File: config.mk
export PLATFORM = sky130hd
export DESIGN_NAME = sound_playout
export DESIGN_NICKNAME = d
export VERILOG_FILES = /design/src/rtl/sound_playout.sv
export SDC_FILE = /design/constraint.sdc
export NUM_CORES = 1
export LEC_CHECK = 0
export BUFFER_PORTS_ARGS = -buffer_cell sky130_fd_sc_hd__buf_4
export CAP_MARGIN = 25
export CORE_MARGIN = 1
export CORE_UTILIZATION = 45
export CTS_BUF_LIST = sky130_fd_sc_hd__clkbuf_16
export DETAILED_ROUTE_END_ITERATION = 10
export GPL_ROUTABILITY_DRIVEN = 0
export PLACE_DENSITY = 0.67
export SLEW_MARGIN = 20
export SYNTH_ARGS = -nofsm -noshare
export SYNTH_HDL_FRONTEND = slang
export SYNTH_SLANG_ARGS = --single-unit
File: constraint.sdc
create_clock -name clock -period 3.7 [get_ports clock]
set_input_delay 0.74 -clock clock [delete_from_list [all_inputs] [get_ports clock]]
set_output_delay 0.74 -clock clock [all_outputs]
set_load 0.01 [all_outputs]
File: src/rtl/sound_playout.sv
// sound_playout: paces PCM words out of a sample buffer at one sample every
// DIV clocks. Each sample period either fetches the next buffered word
// (three-cycle read through a 2-cycle-latency RAM port) or, when the writer
// has not supplied enough bytes, emits silence and latches a sticky underrun.
// Optional feature macro: SOUND_PLAYOUT_PWM_EN adds an 8-bit PWM output whose
// duty follows the top byte of the sample in offset-binary form.
module sound_playout #(
  parameter int DIV = 250
) (
  input  logic               clock,
  input  logic               reset,
  input  logic               frame,
  input  logic [13:0]        bytes_written,
  output logic [8:0]         rdaddress,
  input  logic signed [15:0] q,
  output logic signed [15:0] sample,
  output logic               sample_valid,
  output logic               underrun
`ifdef SOUND_PLAYOUT_PWM_EN
  ,
  output logic               pwm
`endif
);

  localparam int DATA_W = 16;
  localparam int CNT_W  = 12;
  localparam logic [CNT_W-1:0] TICK_LAST = CNT_W'(DIV - 1);

  typedef enum logic [1:0] {IDLE, WAIT1, WAIT2, CAPTURE} state_t;

  state_t                    state_q, state_d;
  logic [CNT_W-1:0]          tick_cnt_q, tick_cnt_d;
  logic [12:0]               words_read_q, words_read_d;
  logic [8:0]                rdaddress_q, rdaddress_d;
  logic signed [DATA_W-1:0]  sample_q, sample_d;
  logic                      sample_valid_q, sample_valid_d;
  logic                      underrun_q, underrun_d;

  logic tick;
  logic avail;
  logic unused_bw_lsb;

  // Only whole 16-bit words are ever read; the odd byte is ignored.
  assign unused_bw_lsb = bytes_written[0];

  assign tick  = (tick_cnt_q == TICK_LAST);
  assign avail = (bytes_written[13:1] > words_read_q);

  // Sample-period counter; a frame restarts the period from zero.
  always_comb begin
    tick_cnt_d = tick_cnt_q + CNT_W'(1);
    if (frame || tick) begin
      tick_cnt_d = '0;
    end
  end

  // Read sequencer. The capture registers load on the edge that enters
  // CAPTURE, so sample/sample_valid become visible during CAPTURE, three
  // cycles after the tick. A frame overrides everything, including a tick
  // in the same cycle and a capture about to land.
  always_comb begin
    state_d        = state_q;
    words_read_d   = words_read_q;
    rdaddress_d    = rdaddress_q;
    sample_d       = sample_q;
    sample_valid_d = 1'b0;
    underrun_d     = underrun_q;
    if (frame) begin
      state_d      = IDLE;
      words_read_d = '0;
    end else begin
      unique case (state_q)
        IDLE: begin
          if (tick) begin
            if (avail) begin
              rdaddress_d = words_read_q[8:0];
              state_d     = WAIT1;
            end else begin
              sample_d       = '0;
              sample_valid_d = 1'b1;
              underrun_d     = 1'b1;
            end
          end
        end
        WAIT1: state_d = WAIT2;
        WAIT2: begin
          sample_d       = q;
          sample_valid_d = 1'b1;
          state_d        = CAPTURE;
        end
        CAPTURE: begin
          words_read_d = words_read_q + 13'd1;
          state_d      = IDLE;
        end
        default: state_d = IDLE;
      endcase
    end
  end

  // State and datapath registers; reset abandons any read in progress.
  always_ff @(posedge clock or posedge reset) begin
    if (reset) begin
      state_q        <= IDLE;
      tick_cnt_q     <= '0;
      words_read_q   <= '0;
      rdaddress_q    <= '0;
      sample_q       <= '0;
      sample_valid_q <= 1'b0;
      underrun_q     <= 1'b0;
    end else begin
      state_q        <= state_d;
      tick_cnt_q     <= tick_cnt_d;
      words_read_q   <= words_read_d;
      rdaddress_q    <= rdaddress_d;
      sample_q       <= sample_d;
      sample_valid_q <= sample_valid_d;
      underrun_q     <= underrun_d;
    end
  end

  assign rdaddress    = rdaddress_q;
  assign sample       = sample_q;
  assign sample_valid = sample_valid_q;
  assign underrun     = underrun_q;

`ifdef SOUND_PLAYOUT_PWM_EN
  logic [7:0] pwm_cnt_q;
  logic [7:0] duty_q;
  logic       pwm_q;

  // Signed PCM top byte to unsigned duty: flipping the sign bit maps
  // -128..127 onto 0..255 with silence at mid-scale.
  function automatic logic [7:0] offset_bin(input logic signed [DATA_W-1:0] s);
    return s[DATA_W-1 -: 8] ^ 8'h80;
  endfunction

  // Free-running PWM; duty refreshes whenever a new sample is published.
  always_ff @(posedge clock or posedge reset) begin
    if (reset) begin
      pwm_cnt_q <= '0;
      duty_q    <= 8'h80;
      pwm_q     <= 1'b0;
    end else begin
      pwm_cnt_q <= pwm_cnt_q + 8'd1;
      if (sample_valid_q) begin
        duty_q <= offset_bin(sample_q);
      end
      pwm_q <= (pwm_cnt_q < duty_q);
    end
  end

  assign pwm = pwm_q;
`endif

endmodule

==> key figures <==
Outcome
  • Status: finished clean

Floorplanning
  • Starting density of the core: 46.9%
  • Total die area: 0.00657 mm^2
  • Placeable core area: 0.00599 mm^2
  • Rows: 28
  • Die width: 81.0 um
  • IO Pins: 60
  • Height of the die: 81.0 um

Final layout
  • # diodes: 0
  • Fillers: 535
  • Nets: 388
  • Area Overhead vs Synth: 22.5%
  • Final Util: 57.5%
  • Seq. cell area: 0.00135 mm^2
  • Multi-input gate area: 0.00127 mm^2
  • Share of layout cells above drive strength 1: 24.6%

Routing
  • 1st-iter DRT viols: 92
  • Pre-antenna DRT Iters: 4
  • Met3 routed WL: 252 um
  • Routed len/inst: 12.0 um
  • DR vias: 2034
  • M1 WL: 2.35 mm
  • Uppermost routed layer: met4
  • DR DRC count: 0
  • Met2 routed WL: 2.32 mm
  • Vias per cell: 4.94
  • Total routed wirelength: 4.96 mm
  • ANT nets after route: 0

CTS
  • Post-CTS Hold Fix Bufs: 0
  • CTS max path bufs: 2
  • Clk root buf: clkbuf_16
  • CTS buffer count: 5
  • Setup Buffers After CTS: 0
  • H-tree depth: 2
  • Clk_lat worst skew: 0.28 ns
  • CTS tree: built
  • CTS Sinks: 54
  • Reg clk slew, reported paths: 0.07 ns
  • Post-CTS resize count: 0

Pwr
  • Pwr/cell area: 362 mW/mm^2
  • P_leak: 1.60 nW
  • Maximum resistive drop on vdd: 0.000317 V

Logic synthesis
  • Main combinational cell family by area after synthesis: simple AND/OR/NAND/NOR gates
  • XOR/XNOR share of the synthesized area: 6.85%
  • Post-Synth Simple-Gate Area: 15.5%
  • Synth Area in Adders: 8.46%
  • Register area share after synthesis: 48.1%
  • Mapped Nets: 329
  • Synth Area in Compound Gates: 3.60%
  • Post-synthesis mux area share: 10.8%
  • Post-Syn Instances: 277
  • Top FF cell, synth: dfrtp_1
  • Number of synthesized flops with an enable pin: 0
  • Post-Syn Area: 0.00281 mm^2
  • Area leader, netlist: dfrtp_1
  • Synth cell count leaders: 54 x dfrtp_1, 34 x inv_1, 33 x nor2_1
  • Share of flip-flops with an asynchronous set or reset: 100%
  • Area contributors post-synth: dfrtp_1 48%, ha_1 8.5%, mux2i_1 6.4%
  • Distinct cell type count after synthesis: 34
  • Yosys reg bits: 54
  • Warnings from Yosys: 0
  • Share of the synthesized area in the top cell type: 48.1%
  • Syn avg cell area: 10.1 um^2
  • Count leader, synth: dfrtp_1

STA
  • Min cycle time layout: 2.52 ns
  • Unrepaired setup endpoints after global routing: false
  • Post-route clock period utilization: 68.1%
  • Worst-margin pin slew: 0.840 ns
  • Final worst slack: 1.18 ns
  • Fin. max-slew vios: 0
  • # setup viols final: 0
  • Total negative setup slack: 0 ns
  • Relative slew slack: 43.9%
  • Max Clk Rate: 397 MHz
  • Final Hold Vio Count: 0
  • Clock Skews: 0.00590 ns

Worst setup path
  • Worst path max stage delay: 0.39 ns
  • Reg2Reg Setup Slack: 1.22 ns
  • Cell mode on critical path: buf_4
  • Critical path's slowest cell: or3_1
  • Worst path required time: 3.91 ns
  • Startpoint class of the critical path: primary input
  • Kind of critical path: primary input to register
  • Critical path endpoint category: register
  • CP Cell Sequence: buf_4, ha_1, nand4_1, or3_1, mux2_2, o31ai_2, a21o_1, buf_4, mux2i_1
  • WP data arrival: 2.73 ns
  • Crit Path Max Fanout: 16

Global routing
  • Total track usage: 16.7%
  • Grt ovf: 0
  • Pin count of the biggest net entering global routing: 42
  • Number of global-route vias before repair: 1868
  • Initial antenna violation count: 0
  • First-pass GRT wire length: 8.37 mm

Hold path
  • Min-delay worst type: register to register

Placed design
  • Pre-CTS setup slack: 0.885 ns
  • Port Buffers: 58
  • Placed wire-length estimate: 3.72 mm

Job
  • Max Cap Viol: 0
## registers in the layout, summed over array words and instances (netlist names)
name	count
sample	16
words_read_q	13
tick_cnt_q	12
rdaddress	9
state_q	2
sample_valid	1
underrun	1
## metal layers
metal  up-vias  global-route usage (%)
met5         -                       0
met4         0                    5.36
met3         4                    3.93
met2        46                    26.7
met1       963                    22.4
li1       1021                       -
## cells by family (layout without fill, tap and decap cells)
kind of cell / after synthesis / after routing
AOI/OAI and AO/OA: 15 / 15
xor gates and xnor gates: 22 / 22
adders and majority gates: 19 / 19
buffers and inverters: 43 / 103
DFF: 54 / 54
muxes: 29 / 29
and+or+nand+nor: 95 / 95
## path summary, 6_finish.rpt
check,from,endpoint,cells after the start
setup / recovery,bytes_written[9],sample[7]$_DFFE_PP0P_,9
hold / removal,underrun$_DFFE_PP0P_,underrun$_DFFE_PP0P_,1
setup reg to reg,words_read_q[8]$_DFFE_PP0P_,sample[7]$_DFFE_PP0P_,9
hold reg to reg,underrun$_DFFE_PP0P_,underrun$_DFFE_PP0P_,1
max in group asynchronous,reset,tick_cnt_q[11]$_DFF_PP0_,3
min in group asynchronous,reset,rdaddress[7]$_DFFE_PP0P_,2
## worst max-delay path, delay by kind of cell
| kind | cells | cell delay (ns) |
|---|---|---|
| fa+ha+maj | 1 | 0.30 |
| mux | 2 | 0.50 |
| compound gates | 2 | 0.27 |
| simple gates | 2 | 0.52 |
| buf+inv | 2 | 0.39 |
## power by group
part / switching [mW] / leakage [nW] / internal [mW]
clock network: 0.195 / 0.0689 / 0.247
logic: 0.0812 / 0.818 / 0.0867
registers: 0.0173 / 0.717 / 0.620
total: 0.294 / 1.60 / 0.954
## area by class of cell
type / instances / area share (%)
Clock inverter: 3 / 0.472
Timing Repair Buffer: 61 / 13.3
Sequential cell: 54 / 39.2
Tap cell: 75 / 2.72
Clock buffer: 5 / 3.63
Inverter: 34 / 3.71
Multi-Input combinational cell: 180 / 36.9
## cell usage in the layout, fill, tap and decap left out, types with 2 or more instances in the layout
| master | n |
|---|---|
| nand4_1 | 6 |
| xor2_1 | 5 |
| inv_1 | 33 |
| mux2_2 | 10 |
| o21bai_1 | 2 |
| dfrtp_1 | 54 |
| a21oi_1 | 3 |
| nor3_1 | 6 |
| nor2_1 | 33 |
| nand3_1 | 11 |
| buf_4 | 61 |
| ha_1 | 19 |
| xnor2_1 | 17 |
| mux2i_1 | 18 |
| nor2b_1 | 2 |
| nand2_1 | 27 |
| nand2b_1 | 4 |
| clkinv_1 | 2 |
| clkbuf_16 | 5 |
| o21ai_0 | 4 |
## stage by stage
step / hold slack [ns] / instance area, um^2 / power (mW) / instances
2_1_floorplan: 0.461 / 2810 / 0.736 / 277
3_3_place_gp: 0.456 / 3300 / 0.815 / 404
3_5_place_dp: 0.460 / 3300 / 0.821 / 404
4_1_cts: 0.479 / 3440 / 1.27 / 412
5_1_grt: 0.514 / 3440 / 1.31 / 412
6_report: 0.476 / 3440 / 1.25 / 412
No activity file was read; power rests on OpenSTA's default activity.
